<file path="config.mk">
export PLATFORM = sky130hd
export DESIGN_NAME = uart_tx_frame
export DESIGN_NICKNAME = d
export VERILOG_FILES = /design/src/rtl/uart_pkg.sv /design/src/rtl/uart_baud_tick.sv /design/src/rtl/uart_tx_frame.sv
export SDC_FILE = /design/constraint.sdc
export NUM_CORES = 1
export LEC_CHECK = 0
export ABC_AREA = 1
export CAP_MARGIN = 25
export CORE_MARGIN = 4
export CORE_UTILIZATION = 32
export CTS_CLUSTER_DIAMETER = 200
export DETAILED_ROUTE_END_ITERATION = 7
export RECOVER_POWER = 50
export SYNTH_ARGS = -nofsm -noshare
export SYNTH_HDL_FRONTEND = slang
export SYNTH_SLANG_ARGS = --single-unit
export TNS_END_PERCENT = 10
</file>
<file path="constraint.sdc">
create_clock -name clk -period 1.65 [get_ports clk]
set_input_delay 0.33 -clock clk [delete_from_list [all_inputs] [get_ports clk]]
set_output_delay 0.33 -clock clk [all_outputs]
set_load 0.005 [all_outputs]
</file>
<file path="src/rtl/uart_pkg.sv">
// Shared UART types and constants used by the transmitter and the baud counter.
package uart_pkg;

  typedef enum logic [2:0] {
    IDLE   = 3'd0,
    START  = 3'd1,
    DATA   = 3'd2,
    PARITY = 3'd3,
    STOP   = 3'd4
  } uart_tx_state_e;

  typedef enum logic [1:0] {
    PAR_NONE  = 2'd0,
    PAR_EVEN  = 2'd1,
    PAR_ODD   = 2'd2,
    PAR_NONE2 = 2'd3
  } uart_parity_e;

  localparam logic UART_IDLE_LEVEL = 1'b1;

endpackage

</file>
<file path="src/rtl/uart_baud_tick.sv">
// Bit-period counter: counts 0..CLKS_PER_BIT-1 and flags the wrap cycle.
// A synchronous restart pins the count to 0 so a new bit period can be
// aligned to an arbitrary edge.
module uart_baud_tick #(
  parameter int CLKS_PER_BIT = 434,
  localparam int CNT_W = (CLKS_PER_BIT > 1) ? $clog2(CLKS_PER_BIT) : 1
) (
  input  logic             clk,
  input  logic             n_rst,
  input  logic             restart_i,
  output logic             tick_o,
  output logic [CNT_W-1:0] count_o
);

  localparam logic [CNT_W-1:0] CNT_MAX = CNT_W'(CLKS_PER_BIT - 1);

  logic [CNT_W-1:0] cnt_q, cnt_d;
  logic             tick_q, tick_d;

  // Next count: restart wins, otherwise wrap at the last clock of the period.
  always_comb begin
    cnt_d = cnt_q;
    if (restart_i) begin
      cnt_d = {CNT_W{1'b0}};
    end else if (cnt_q == CNT_MAX) begin
      cnt_d = {CNT_W{1'b0}};
    end else begin
      cnt_d = cnt_q + 1'b1;
    end
    tick_d = (cnt_d == CNT_MAX);
  end

  // Count and tick registers; tick is high exactly while the count sits at its maximum.
  always_ff @(posedge clk or negedge n_rst) begin
    if (!n_rst) begin
      cnt_q  <= {CNT_W{1'b0}};
      tick_q <= 1'b0;
    end else begin
      cnt_q  <= cnt_d;
      tick_q <= tick_d;
    end
  end

  assign tick_o  = tick_q;
  assign count_o = cnt_q;

endmodule

</file>
<file path="src/rtl/uart_tx_frame.sv">
// UART transmitter: one-entry holding register in front of a frame FSM that
// emits start, 5..9 data bits LSB first, optional parity and 1..2 stop bits.
// tx, busy and frame_done are registered from next-state values so they
// line up with the state they describe.
module uart_tx_frame
  import uart_pkg::*;
#(
  parameter int CLKS_PER_BIT = 434,
  parameter int DATA_BITS    = 8,
  parameter int STOP_BITS    = 1
) (
  input  logic                 clk,
  input  logic                 n_rst,
  input  logic                 in_valid,
  output logic                 in_ready,
  input  logic [DATA_BITS-1:0] in_data,
  input  logic [1:0]           parity_mode,
  output logic                 tx,
  output logic                 busy,
  output logic                 frame_done
);

  localparam int CNT_W = (CLKS_PER_BIT > 1) ? $clog2(CLKS_PER_BIT) : 1;
  localparam int BIT_W = $clog2(DATA_BITS + 1);

  if (CLKS_PER_BIT < 2) begin : g_bad_clks
    $error("uart_tx_frame: CLKS_PER_BIT must be >= 2");
  end
  if ((DATA_BITS < 5) || (DATA_BITS > 9)) begin : g_bad_data
    $error("uart_tx_frame: DATA_BITS must be in 5..9");
  end
  if ((STOP_BITS < 1) || (STOP_BITS > 2)) begin : g_bad_stop
    $error("uart_tx_frame: STOP_BITS must be in 1..2");
  end

  // Parity bit for a payload: even -> XOR of data, odd -> XNOR of data.
  function automatic logic parity_bit(input logic [DATA_BITS-1:0] d, input uart_parity_e m);
    logic p;
    case (m)
      PAR_EVEN: p = ^d;
      PAR_ODD:  p = ~^d;
      default:  p = 1'b0;
    endcase
    return p;
  endfunction

  // Parity is enabled only for the even and odd codes.
  function automatic logic parity_on(input uart_parity_e m);
    logic e;
    case (m)
      PAR_EVEN: e = 1'b1;
      PAR_ODD:  e = 1'b1;
      default:  e = 1'b0;
    endcase
    return e;
  endfunction

  uart_tx_state_e       state_q, state_d;
  logic [DATA_BITS-1:0] hold_data_q, hold_data_d;
  uart_parity_e         hold_par_q, hold_par_d;
  logic                 hold_valid_q, hold_valid_d;
  logic [DATA_BITS-1:0] shift_q, shift_d;
  logic                 par_en_q, par_en_d;
  logic                 par_bit_q, par_bit_d;
  logic [BIT_W-1:0]     bit_cnt_q, bit_cnt_d;
  logic                 stop_cnt_q, stop_cnt_d;
  logic                 tx_q, tx_d;
  logic                 busy_q, busy_d;
  logic                 done_q, done_d;

  logic                 accept_s;
  logic                 load_hold_s;
  logic                 load_in_s;
  logic                 restart_s;
  logic                 tick_s;
  logic [CNT_W-1:0]     cnt_s;
  logic [DATA_BITS-1:0] shifted_s;
  logic                 last_stop_s;

  assign in_ready = ~hold_valid_q;
  assign accept_s = in_valid & ~hold_valid_q;

  // The counter is held at 0 while idle and realigned whenever a frame starts.
  assign restart_s = (state_q == IDLE) | load_hold_s | load_in_s;

  uart_baud_tick #(
    .CLKS_PER_BIT(CLKS_PER_BIT)
  ) u_baud (
    .clk      (clk),
    .n_rst    (n_rst),
    .restart_i(restart_s),
    .tick_o   (tick_s),
    .count_o  (cnt_s)
  );

  assign last_stop_s = (stop_cnt_q == 1'(STOP_BITS - 1));

  // FSM next state, frame loading, holding register and registered-output values.
  always_comb begin
    state_d      = state_q;
    hold_data_d  = hold_data_q;
    hold_par_d   = hold_par_q;
    hold_valid_d = hold_valid_q;
    shift_d      = shift_q;
    par_en_d     = par_en_q;
    par_bit_d    = par_bit_q;
    bit_cnt_d    = bit_cnt_q;
    stop_cnt_d   = stop_cnt_q;
    load_hold_s  = 1'b0;
    load_in_s    = 1'b0;
    shifted_s    = {DATA_BITS{1'b0}};
    tx_d         = UART_IDLE_LEVEL;

    case (state_q)
      IDLE: begin
        if (hold_valid_q) begin
          state_d     = START;
          load_hold_s = 1'b1;
        end else begin
          state_d = IDLE;
        end
      end
      START: begin
        if (tick_s) begin
          state_d   = DATA;
          bit_cnt_d = {BIT_W{1'b0}};
        end else begin
          state_d = START;
        end
      end
      DATA: begin
        if (tick_s) begin
          if (bit_cnt_q == BIT_W'(DATA_BITS - 1)) begin
            state_d    = par_en_q ? PARITY : STOP;
            stop_cnt_d = 1'b0;
          end else begin
            bit_cnt_d = bit_cnt_q + 1'b1;
          end
        end else begin
          state_d = DATA;
        end
      end
      PARITY: begin
        if (tick_s) begin
          state_d    = STOP;
          stop_cnt_d = 1'b0;
        end else begin
          state_d = PARITY;
        end
      end
      STOP: begin
        if (tick_s && last_stop_s) begin
          // A byte arriving on the final stop clock is sent straight from the input.
          if (hold_valid_q) begin
            state_d     = START;
            load_hold_s = 1'b1;
          end else if (accept_s) begin
            state_d   = START;
            load_in_s = 1'b1;
          end else begin
            state_d = IDLE;
          end
        end else if (tick_s) begin
          stop_cnt_d = ~stop_cnt_q;
        end else begin
          state_d = STOP;
        end
      end
      default: begin
        state_d = IDLE;
      end
    endcase

    if (load_hold_s) begin
      shift_d   = hold_data_q;
      par_en_d  = parity_on(hold_par_q);
      par_bit_d = parity_bit(hold_data_q, hold_par_q);
    end else if (load_in_s) begin
      shift_d   = in_data;
      par_en_d  = parity_on(uart_parity_e'(parity_mode));
      par_bit_d = parity_bit(in_data, uart_parity_e'(parity_mode));
    end else begin
      shift_d = shift_q;
    end

    if (accept_s && !load_in_s) begin
      hold_data_d  = in_data;
      hold_par_d   = uart_parity_e'(parity_mode);
      hold_valid_d = 1'b1;
    end else if (load_hold_s) begin
      hold_valid_d = 1'b0;
    end else begin
      hold_valid_d = hold_valid_q;
    end

    shifted_s = shift_d >> bit_cnt_d;
    case (state_d)
      IDLE:    tx_d = UART_IDLE_LEVEL;
      START:   tx_d = 1'b0;
      DATA:    tx_d = shifted_s[0];
      PARITY:  tx_d = par_bit_d;
      STOP:    tx_d = 1'b1;
      default: tx_d = UART_IDLE_LEVEL;
    endcase

    busy_d = (state_d != IDLE) | hold_valid_d;
    // Raised one clock early so the registered pulse covers the final stop clock.
    done_d = (state_q == STOP) && last_stop_s && (cnt_s == CNT_W'(CLKS_PER_BIT - 2));
  end

  // State, datapath and output registers; reset forces the line idle at once.
  always_ff @(posedge clk or negedge n_rst) begin
    if (!n_rst) begin
      state_q      <= IDLE;
      hold_data_q  <= {DATA_BITS{1'b0}};
      hold_par_q   <= PAR_NONE;
      hold_valid_q <= 1'b0;
      shift_q      <= {DATA_BITS{1'b0}};
      par_en_q     <= 1'b0;
      par_bit_q    <= 1'b0;
      bit_cnt_q    <= {BIT_W{1'b0}};
      stop_cnt_q   <= 1'b0;
      tx_q         <= UART_IDLE_LEVEL;
      busy_q       <= 1'b0;
      done_q       <= 1'b0;
    end else begin
      state_q      <= state_d;
      hold_data_q  <= hold_data_d;
      hold_par_q   <= hold_par_d;
      hold_valid_q <= hold_valid_d;
      shift_q      <= shift_d;
      par_en_q     <= par_en_d;
      par_bit_q    <= par_bit_d;
      bit_cnt_q    <= bit_cnt_d;
      stop_cnt_q   <= stop_cnt_d;
      tx_q         <= tx_d;
      busy_q       <= busy_d;
      done_q       <= done_d;
    end
  end

  assign tx         = tx_q;
  assign busy       = busy_q;
  assign frame_done = done_q;

endmodule

</file>
# --- After elaboration in Yosys (flattened, before gate mapping) ---
# Index checks and enable logic that the tools add are counted.
word_totals:
  ff_bits: 42
  in_bits: 13
  output_inout_bits: 4
op_classes:
  add_sub_neg: 2
  n_eq_ne: 20
  shifts: 1
  mux: 43
  bitwise: 6
  reduce_logical: 16
ops:
  columns: ["operator", "n"]
  rows:
  - ["$eq A9 B9 Y1 const B", 3]
  - ["$mux W1", 22]
  - ["$mux W3", 6]
  - ["$mux W9", 2]
  - ["$mux W8", 2]
  - ["$reduce_xnor A8 Y1", 2]
  - ["$reduce_xor A8 Y1", 2]
  - ["$pmux W3 S5", 1]
  - ["$eq A3 B2 Y1 const B", 4]
  - ["$mux W4", 3]
  - ["$add A9 B1 Y9 const B", 1]
  - ["$pmux W4 S2", 1]
  - ["$shr A8 B4 Y1", 1]
  - ["$eq A3 B1 Y1 const B", 2]
  - ["$ne A2 B1 Y1 const B", 3]
  - ["$pmux W1 S2", 3]
  - ["$pmux W1 S3", 2]
  - ["$reduce_and A6 Y1", 1]
  - ["$reduce_bool A3 Y1", 2]
  - ["$add A4 B1 Y4 const B", 1]
  - ["$eq A2 B1 Y1 const B", 2]
  - ["$eq A2 B2 Y1 const B", 2]
  - ["$eq A4 B3 Y1 const B", 1]
  - ["$logic_and A1 B1 Y1", 4]
  - ["10 further kinds", 15]

# --- Logic depth before layout (Yosys ltp) ---
# Gate-level depths: netlist of run 1.
depth:
  ltp_word: 10
  depth_mapped: 14
  mapped_depth_nobuf: 13

# --- Cells and area by module ---
# From an unflattened synthesis of run 1, not the netlist that was laid out.
hier_totals:
  cells_unflattened: 357
  area_unflattened_um2: 2636.3
by_module_without_submodules:
  columns: ["module", "n_inst", "cells_each", "area_each_um2", "seq_area_each_um2"]
  rows:
  - ["uart_tx_frame", 1, 275, 2053.2, 802.0]
  - ["uart_baud_tick", 1, 82, 583.1, 250.2]

# --- Worst setup path before layout of run 1 ---
# Ideal clock, no wire load.
synth_path:
  kind: "reg-to-reg"
  from: "reg state_q[0]"
  to: "reg tx_q, in the netlist tx"
  setup_time_ns: 0.078
  arrival_ns: 1.469
  slack_ns: 0.103
  stages_incl_launch_ff: 13
  synth_period_minus_slack_ns: 1.547
  cell_sequence: "dfrtp_1 > inv_2 > nand2_4 > nor2_1 > nand2_2 > buf_2 > or2_0 > nand3_1 > nand3_1 > nand3_1 > nand2_1 > nand2_1 > nand2_1"
synth_via:
  elab_chain_len: 6
  elab_cells_between_ends: 22
  cone_classes: "eq/ne: 7; shift: 1; mux: 13; reduce/logical: 1"
synth_lines:
  columns: ["item", "line", "text"]
  rows:
  - ["from (decl)", "uart_tx_frame.sv:58", "uart_tx_state_e state_q, state_d;"]
  - ["from (signal assigned)", "uart_tx_frame.sv:227", "state_q <= state_d;"]
  - ["$eq A3 B3 Y1", "uart_tx_frame.sv:114", "case (state_q)"]
  - ["$mux W1", "uart_tx_frame.sv:114", null]
  - ["$mux W8", "uart_tx_frame.sv:178", "end else if (load_in_s) begin"]
  - ["$mux W8", "uart_tx_frame.sv:174", "if (load_hold_s) begin"]
  - ["$shr A8 B4 Y1", "uart_tx_frame.sv:196", "shifted_s = shift_d >> bit_cnt_d;"]
  - ["$pmux W1 S3 (*)", "uart_tx_frame.sv:197", "case (state_d)"]
  - ["net tx_d", "uart_tx_frame.sv:67", "logic tx_q, tx_d;"]
  - ["to (signal assigned)", "uart_tx_frame.sv:236", "tx_q <= tx_d;"]
  - ["to (decl)", "uart_tx_frame.sv:67", null]
# Mark *: on every way through the listed nets, which the timed path passes. The rest lies on a longest branch.
# A chain may end at the register's enable or synchronous reset.

# --- Final worst setup path of run 1 ---
layout_path:
  from: "reg state_q[2]"
  to: "reg tx_q, in the netlist tx"
# Same word-level chain as after synthesis.

==> results of run 1 <==
[cells by family after synthesis]
group           count (synthesis)
buf+inv                        61
compound gates                 27
fa+ha+maj                       8
xor+xnor                       17
simple gates                  212
flops                          42
[power breakdown]
group / internal, uW / switching [uW]
logic: 58.2 / 72.0
clock network: 454 / 363
registers: 1030 / 0
total: 1540 / 435
[critical path, delay by kind of cell, from the launching register on]
family	cells	cell delay, ns
compound gates	1	0.16
buf+inv	1	0.16
flops	1	0.45
simple gates	8	0.79
[per-layer routing]
layer / global-route usage (%) / share of wire [%] / wire length [um] / vias to the layer above
li1: - / - / - / 1288
met1: 17.91 / 47 / 3066 / 1168
met2: 21.85 / 48 / 3133 / 37
met3: 2.595 / 3.1 / 200 / 5
met4: 3.256 / 0.96 / 62 / 0
met5: 0 / 0 / 0 / -
[final cells by class]
type / count / area [um2]
fillers: 835 / 4668
multi-input cells: 264 / 1490
flip-flops and latches: 42 / 1054
repair buffers: 64 / 529.3
inverters: 51 / 196.4
well taps: 105 / 131.4
clock buffers: 7 / 76.32
clock inverters: 1 / 30.03
[cell usage in the layout (no fill, tap or decap), types with 3 or more instances in the layout]
| cell | n |
|---|---|
| nand2_1 | 104 |
| buf_4 | 45 |
| nand3_1 | 43 |
| inv_1 | 42 |
| dfrtp_1 | 40 |
| nor2_1 | 19 |
| o21ai_0 | 13 |
| xor2_1 | 10 |
| clkdlybuf4s50_1 | 10 |
| nand4_1 | 9 |
| inv_2 | 7 |
| nand2_2 | 7 |
| xnor2_1 | 7 |
| ha_1 | 7 |
| nor2_4 | 6 |
| and2_1 | 6 |
| clkbuf_8 | 5 |
| dlymetal6s2s_1 | 4 |
| nand2_4 | 3 |
| nand3b_1 | 3 |
[per-stage QoR]
stage          std cells  setup TNS (ns)  util (%)  area (um2)  setup WS [ns]
2_1_floorplan        367               0         -        2686         0.1030
3_3_place_gp         518          -3.808     39.61        3238        -0.3118
3_5_place_dp         518          -4.554     39.61        3238        -0.3379
4_1_cts              526        -0.06525     41.09        3359       -0.03806
5_1_grt              534         -0.2252     42.90        3507        -0.1129
6_report             534               0     42.90        3507       0.007435
[flip-flops by register name, indices dropped and copies added, names as in the netlist]
| signal | flops |
|---|---|
| busy | 1 |
| hold_valid_q | 1 |
| par_bit_q | 1 |
| u_baud.count_o | 9 |
| hold_data_q | 8 |
| frame_done | 1 |
| hold_par_q | 2 |
| par_en_q | 1 |
| shift_q | 8 |
| state_q | 3 |
| tx | 1 |
| u_baud.tick_o | 1 |
| stop_cnt_q | 1 |
| bit_cnt_q | 4 |
[what timing repair did]
item	in CTS	in global routing
pin swaps	1	12
endpoints found under the hold margin	0	0
endpoints found under the setup margin	3	18
resized for setup	8	28
buffers inserted	0	8
[worst paths after layout]
| check | to | slack [ns] |
|---|---|---|
| worst max-delay path | tx | 0.007 |
| worst min-delay path | hold_data_q[2] | 0.30 |
| worst max register to register | tx | 0.007 |
| worst min register to register | par_bit_q | 0.51 |
| max in group asynchronous | state_q[2] | 0.63 |
| min in group clk | hold_data_q[7] | 0.44 |
==> results by group, run 1 <==
Worst setup path
  • CP max FO: 7
  • WP data required: 1.88 ns
  • R2R cell count: 10
  • Setup crit start kind: flop
  • Critical path class: flop to flop
  • R2r startpoint: state_q[2]
  • Crit-path max cell delay: 0.45 ns
  • Worst Path Arrival: 1.87 ns
  • CP startpoint: state_q[2]
  • Slowest-stage cell, CP: dfrtp_2
  • Worst path cell trace: buf_4 -> a21oi_4 -> nand2_4 -> or2_2 -> nand3_1 -> nand3_1 -> nand3_1 -> nand2_1 -> nand2_2 -> nand2_1
  • Most used cell, CP: nand3_1
  • Worst setup EP type: flop

CTS
  • CTS Hold Buffers Added: 0
  • CTS Buf Count: 5
  • Clock-pin transition on the worst setup and hold timing paths: 0.09 ns
  • Insertion delay to the later sink of the worst-skew pair: 0.30 ns
  • Htree depth: 2
  • TritonCTS clock tree: built
  • CTS sink cnt: 42
  • Max Root-Sink Buffers: 2
  • CTS Root Cell: clkbuf_8

Timing
  • Fin. max-slew vios: 0
  • Final period util: 99.55%
  • Final Hold Viols: 0
  • RSZ-0062 raised after global routing: yes
  • Fmax: 608.8 MHz
  • Final min period: 1.643 ns
  • Final setup violation count: 0
  • Worst-margin pin slew: 1.081 ns
  • Worst relative slew slack: 27.94%
  • Fin Hold WS: 0.2993 ns
  • Final Skew: 0.01463 ns

Power and ir drop
  • P_leak: 0.001858 uW
  • Cell Pwr Density: 563.1 nW/um2
  • Pwr Total: 1975 uW
  • Peak supply drop: 0.0003205 V

Logic synthesis
  • Post-synth EDFFs: 0
  • XOR/XNOR Fraction of Synth Area: 5.543%
  • Dominant cells by area after synthesis: dfrtp_1 38%, nand2_1 16%, nand3_1 8.4%
  • Mapped Nets: 388
  • Post-synthesis sequential area ratio: 39.17%
  • Asr flop ratio synth: 100.0%
  • Syn Inst Count: 367
  • Synth warn: 0
  • Share of the synthesized area in the top cell type: 38.19%
  • Synth Register Bits: 42
  • Top cell types by occurrence after synthesis: 111 x nand2_1, 45 x nand3_1, 43 x inv_1
  • Compound-Gate Fraction of Synth Area: 6.241%
  • Syn avg cell area: 7.320 um2
  • Adder-Cell Fraction of Synth Area: 3.726%
  • Post-synthesis simple-gate area fraction: 36.33%
  • Main combinational cell family by area after synthesis: simple AND/OR/NAND/NOR gates
  • Mux cell area share after synthesis: 0%
  • Count leader, synth: nand2_1
  • Post-synth top area cell: dfrtp_1
  • Mapped cell area: 2686 um2
  • Distinct cells, synth: 40
  • Main flop type after synthesis: dfrtp_1

Die
  • Row cnt: 33
  • Initial Utilization: 32.86%
  • Chip width: 99.62 um
  • Core area: 8175 um2
  • Die area: 9924 um2
  • # IOs: 17
  • DIE HEIGHT: 99.62 um

Finish
  • Layout area overhead: 30.55%
  • Final #Nets: 449
  • Diode count: 0
  • Layout cells sized above 1: 22.61%

Detailed routing
  • Vias: 2498
  • Final ANT Viol Nets: 0
  • Vias per cell: 4.678
  • Detailed-route DRC error count: 0
  • Detailed Route WL: 6463 um
  • Routed WL per cell: 12.10 um
  • Initial DRT Pass Iterations: 4
  • DR iter-0 viols: 118

Placement
  • RePlAce Congestion: 0.8449
  • Port Buf Inserts: 16
  • Detailed placer's ending HPWL: 4818 um

Global route
  • First-pass GRT wire length: 10670 um
  • Overflow after GRT: 0
  • Vias in the first global route: 2299
  • Initial antenna violation count: 0
  • Largest net degree at the start of global routing: 43
  • GRT Util Overall: 13.26%

Worst hold path
  • Min-delay worst type: input port to async pin

Job
  • Number of max-cap violations: 0

Status
  • Status: complete, no violations
No activity file was read; power rests on OpenSTA's default activity.
==> run 2, diff against run 1 <==
--- a/config.mk
+++ b/config.mk
@@ -7,7 +7,6 @@
 export LEC_CHECK = 0
 export ABC_AREA = 1
 export CAP_MARGIN = 25
-export CORE_MARGIN = 4
 export CORE_UTILIZATION = 32
 export CTS_CLUSTER_DIAMETER = 200
 export DETAILED_ROUTE_END_ITERATION = 7
==> run 2 against run 1 <==
Net effect:
- the flow now finishes with violations (setup timing)
- die area down 12%
- maximum frequency down 1.0%
- critical endpoint unchanged
- clock-buffer cell count unchanged
- critical path depth up 3
- hold slack better by 0.0037 ns
- utilization up 1.2 points
- clock skew up 0.0024 ns
- global-route usage up 2.6 points
- sequential power about the same
==> results by group, run 2 (synthesis gave the netlist of run 1 again) <==
Worst setup path
  • R2r setup slk: -0.009 ns
  • Slowest-stage cell, CP: dfrtp_1
  • Critical path class: flop to flop
  • R2R cell count: 13
  • Worst path buffer plus inverter count: 3
  • Setup crit start kind: flop
  • Crit-path max cell delay: 0.40 ns
  • Worst Path Arrival: 1.91 ns
  • Worst setup EP type: flop
  • WP data required: 1.91 ns
  • Top delay family on crit path: simple AND/OR/NAND/NOR gates
  • R2r startpoint: state_q[1]
  • Capture point of the worst reg-to-reg path: tx
  • Worst path cell trace: inv_2 -> nand2_4 -> nor2_4 -> buf_6 -> buf_12 -> nand3_1 -> nand3_2 -> nand3_1 -> nand3_1 -> nand3_1 -> nand2_1 -> nand2_1 -> nand2_1
  • Most used cell, CP: nand3_1
  • CP max FO: 5

CTS
  • Max Root-Sink Buffers: 2
  • Clock-pin transition on the worst setup and hold timing paths: 0.09 ns
  • TritonCTS clock tree: built
  • CTS Hold Buffers Added: 0
  • Htree depth: 2
  • CTS sink cnt: 42
  • CTS Root Cell: clkbuf_8
  • CTS Buf Count: 5
  • Insertion delay to the later sink of the worst-skew pair: 0.31 ns

Finish
  • Max reg flops: 9
  • Most common cell after layout, fill and taps aside: nand2_1
  • Final #Nets: 452
  • Layout cells sized above 1: 24.54%
  • Layout area overhead: 34.14%
  • Most frequent cells in the layout: 105 x nand2_1, 42 x inv_1, 41 x buf_4
  • Diode count: 0
  • Finished Core Util: 44.08%

Power and ir drop
  • Clk network pwr share: 37.7%
  • P_leak: 0.001881 uW
  • Combinational share of power: 7.1%
  • Peak supply drop: 0.0002254 V
  • Pwr Total: 1864 uW
  • Reg power frac: 55.2%
  • Sw Ratio: 23.50%
  • Net load switching power: 437.9 uW
  • Cell Pwr Density: 517.2 nW/um2
  • Pint: 1426 uW

Placement
  • Detailed placer's ending HPWL: 4836 um
  • RePlAce Congestion: 0.8613
  • Pre-CTS setup slack: -0.3524 ns
  • Port Buf Inserts: 16

Global route
  • M3 GR Usage: 2.520%
  • GRT Util Overall: 15.83%
  • Overflow after GRT: 0
  • Vias in the first global route: 2396
  • First-pass GRT wire length: 10900 um
  • Busiest grt layer: met2
  • Largest net degree at the start of global routing: 43
  • Grt met2 use: 26.84%
  • Initial antenna violation count: 0
  • Met1 GRT Util: 20.61%

Timing
  • Final period util: 100.6%
  • Worst relative slew slack: 26.79%
  • Worst-margin pin slew: 1.098 ns
  • Fmax: 602.7 MHz
  • RSZ-0062 raised after global routing: yes
  • Final setup violation count: 1
  • Fin. max-slew vios: 0
  • Final Hold Viols: 0
  • Final min period: 1.659 ns
  • Final Skew: 0.01705 ns
  • Final setup margin: -0.009284 ns

Detailed routing
  • Initial DRT Pass Iterations: 4
  • Detailed Route WL: 6801 um
  • Final ANT Viol Nets: 0
  • Vias per cell: 4.702
  • Vias: 2525
  • Routed WL per cell: 12.66 um
  • DR iter-0 viols: 88
  • Detailed-route DRC error count: 0

Die
  • Row cnt: 33
  • Initial Utilization: 32.86%
  • Die area: 8765 um2
  • # IOs: 17
  • Chip width: 93.62 um
  • Core area: 8175 um2
  • DIE HEIGHT: 93.62 um

Status
  • Failing checks: setup timing
  • Status: finished with violations

Worst hold path
  • Min-delay worst type: input port to async pin

Job
  • Number of max-cap violations: 0
## run 2: cell count changes in the layout (fill, tap and decap cells not counted), moves of 3 or more
cell	previous run	this run
nor2_2	0	3
buf_4	45	41
nand3_2	2	8
buf_6	2	6
nand3_1	43	38
## run 2: area by class of cell
| type | instances | area (um2) |
|---|---|---|
| Fill cell | 801 | 4572 |
| Multi-Input combinational cell | 265 | 1544 |
| Sequential cell | 42 | 1054 |
| Timing Repair Buffer | 66 | 579.3 |
| Inverter | 51 | 203.9 |
| Tap cell | 105 | 131.4 |
| Clock buffer | 7 | 86.33 |
| Clock inverter | 1 | 5.005 |
## run 2: timing repair
item / 4_1_cts / 5_1_grt
pin swaps: 1 / 30
endpoints found under the setup margin: 3 / 6
resized for setup: 7 / 44
gates cloned: 0 / 1
setup buffers: 1 / 14
## run 2: worst max-delay path by stage
| stage | start | endpoint | slack [ns] | cells after the start |
|---|---|---|---|---|
| floorplan | state_q[0] | tx | 0.10 | 12 |
| global placement | in_valid | u_baud.tick_o | -0.30 | 12 |
| detailed placement | in_valid | u_baud.tick_o | -0.35 | 12 |
| CTS | stop_cnt_q | tx | -0.01 | 12 |
| global route | state_q[1] | tx | -0.11 | 13 |
| finish | state_q[1] | tx | -0.009 | 13 |
## run 2: stage by stage
stage	hold WS [ns]	cells	TNS [ns]	cell area [um2]
2_1_floorplan	0.03441	367	0	2686
3_3_place_gp	0.3231	513	-3.740	3201
3_5_place_dp	0.3264	513	-4.396	3201
4_1_cts	0.001719	522	-0.01149	3317
5_1_grt	0.3886	537	-0.2682	3603
6_report	0.3029	537	-0.009284	3603
## run 2: worst register-to-register path, delay by kind of cell, from the launching register on
family / cells / cell delay (ns)
buf+inv: 3 / 0.34
flops: 1 / 0.40
simple gates: 10 / 0.86
## run 2: per-layer routing
layer / vias to the layer above / routed length [um]
met5: - / 0
met4: 0 / 118
met3: 10 / 175
met2: 41 / 3297
met1: 1187 / 3209
li1: 1287 / -
## run 2: power by group through the flow
| stage | Sequential (uW) | Combinational, uW | Clock, uW |
|---|---|---|---|
| 2_1_floorplan | 1050 | 44.4 | 0 |
| 3_3_place_gp | 1050 | 138 | 0 |
| 3_5_place_dp | 1050 | 139 | 0 |
| 4_1_cts | 1030 | 140 | 718 |
| 5_1_grt | 1030 | 149 | 751 |
| 6_report | 1030 | 132 | 703 |
==> run 3, diff against run 2 <==
--- a/config.mk
+++ b/config.mk
@@ -10,6 +10,7 @@
 export CORE_UTILIZATION = 32
 export CTS_CLUSTER_DIAMETER = 200
 export DETAILED_ROUTE_END_ITERATION = 7
+export DONT_BUFFER_PORTS = 1
 export RECOVER_POWER = 50
 export SYNTH_ARGS = -nofsm -noshare
 export SYNTH_HDL_FRONTEND = slang
==> run 3 against run 2 <==
Net effect:
- clock power grew 8.0%
- worst setup slack lost 0.0023 ns
- critical path depth is the same
- critical endpoint unchanged
- maximum frequency shrank 0.14%
- sequential share of layout area grew 3.5 points
- final area shrank 11%
- sequential cell count is the same
- utilization shrank 4.8 points
- the run still ends with setup timing left
- highest routed layer unchanged
- register-to-register slack is essentially flat
- largest power group unchanged
- hold slack lost 0.095 ns
==> results by group, run 3 (synthesis gave the netlist of run 1 again) <==
Finish
  • Finished Core Util: 39.30%
  • Final #Nets: 416
  • Most common cell after layout, fill and taps aside: nand2_1
  • Layout fillers: 894
  • Diode count: 0
  • Most frequent cells in the layout: 106 x nand2_1, 42 x inv_1, 41 x nand3_1, 41 x dfrtp_1, 27 x buf_4
  • Layout area overhead: 19.61%
  • Layout cells sized above 1: 20.20%
  • Max reg flops: 9

Worst setup path
  • Worst Path Arrival: 1.88 ns
  • Worst setup EP type: flop
  • R2R cell count: 13
  • Critical path class: flop to flop
  • Setup crit start kind: flop
  • WP data required: 1.87 ns
  • CP max FO: 8

Timing
  • Fin. max-slew vios: 0
  • Final setup violation count: 1
  • Fin Hold WS: 0.2084 ns
  • Worst-margin pin slew: 1.046 ns
  • Worst relative slew slack: 30.28%
  • Final setup margin: -0.01160 ns
  • Final min period: 1.662 ns
  • Final Hold Viols: 0
  • Fmax: 601.8 MHz
  • Setup TNS: -0.01160 ns
  • RSZ-0062 raised after global routing: yes
  • Final period util: 100.7%
  • Final Skew: 0.006343 ns

Placement
  • RePlAce Congestion: 0.8556
  • Detailed placer's ending HPWL: 4486 um
  • Pre-CTS setup slack: -0.04005 ns
  • Port Buf Inserts: 0

Die
  • DIE HEIGHT: 93.62 um
  • Core area: 8175 um2
  • Chip width: 93.62 um
  • # IOs: 17
  • Initial Utilization: 32.86%
  • Row cnt: 33
  • Die area: 8765 um2

CTS
  • Max Root-Sink Buffers: 2
  • Htree depth: 2
  • CTS Root Cell: clkbuf_8
  • TritonCTS clock tree: built
  • CTS sink cnt: 42
  • Clock-pin transition on the worst setup and hold timing paths: 0.08 ns
  • CTS Buf Count: 5
  • Insertion delay to the later sink of the worst-skew pair: 0.29 ns

Worst hold path
  • Min-delay worst type: input port to flop
  • Number of cells on the worst hold path: 2

Power and ir drop
  • P_leak: 0.001659 uW
  • Peak supply drop: 0.0003631 V
  • Cell Pwr Density: 580.2 nW/um2

Global route
  • Initial antenna violation count: 0
  • Vias in the first global route: 2195
  • Largest net degree at the start of global routing: 43
  • First-pass GRT wire length: 9984 um
  • GRT Util Overall: 14.49%
  • Overflow after GRT: 0

Job
  • Number of max-cap violations: 0

Detailed routing
  • Detailed Route WL: 5985 um
  • Vias: 2345
  • Initial DRT Pass Iterations: 4
  • Detailed-route DRC error count: 0
  • DR iter-0 viols: 68
  • Final ANT Viol Nets: 0
  • Routed WL per cell: 11.95 um
  • Vias per cell: 4.681

Status
  • Failing checks: setup timing
  • Status: finished with violations
[run 3: cell count changes in the layout (fill, tap and decap cells not counted), moves of 2 or more]
cell	change
dlymetal6s2s_1	-2
buf_6	-4
nand3_2	-3
inv_6	-2
clkdlybuf4s50_1	-12
nand3_1	+3
inv_2	+2
buf_4	-14
clkbuf_8	+2
buf_12	-2
[run 3: repair_timing]
action | in CTS | in global routing
gates resized for setup | 10 | 18
setup endpoints to repair | 2 | 8
endpoints found under the hold margin | 42 | 0
setup buffers | 2 | 3
hold buffers | 2 | 0
pin swaps | 2 | 5
[run 3: metrics by stage]
stage | cell area [um2] | power (uW) | std cells
2_1_floorplan | 2686 | 1094 | 367
3_3_place_gp | 2950 | 1103 | 486
3_5_place_dp | 2950 | 1105 | 486
4_1_cts | 3137 | 1901 | 498
5_1_grt | 3213 | 1943 | 501
6_report | 3213 | 1864 | 501
[run 3: cell type report]
class / instances / area [um2] / area share (%)
Timing Repair Buffer: 31 / 240.2 / 7.477
Tap cell: 105 / 131.4 / 4.089
Sequential cell: 42 / 1052 / 32.75
Multi-Input combinational cell: 264 / 1485 / 46.22
Inverter: 51 / 193.9 / 6.036
Clock buffer: 8 / 110.1 / 3.427
[run 3: critical path: stages (launching register included)]
cell,delay [ns]
dfrtp_1,0.40
inv_2,0.08
buf_4,0.14
nor2_4,0.12
nand2_2,0.08
buf_4,0.17
nand2_1,0.06
nand3_1,0.09
nand3_2,0.09
nand3_1,0.08
nand3_1,0.09
nand2_1,0.08
nand2_1,0.07
nand2_1,0.05
[run 3: final timing paths]
kind,start,to,slack (ns)
max in group asynchronous,n_rst,hold_par_q[0],0.23
worst max-delay path,state_q[2],tx,-0.01
worst max register to register,state_q[2],tx,-0.01
min in group asynchronous,n_rst,shift_q[3],0.76
worst min register to register,hold_par_q[1],hold_par_q[1],0.53
worst min-delay path,in_data[5],hold_data_q[5],0.21
[run 3: metal layers]
metal	track usage, %	vias up	share of wire [%]
met3	2.927	5	3.3
met4	5.000	0	1.0
met5	0	-	0
met2	23.22	34	48
li1	-	1217	-
met1	19.37	1089	47
[run 3: report_power, final]
group          switching [uW]  internal [uW]
clock                     336            422
combinational            55.5           21.6
sequential                  0           1030
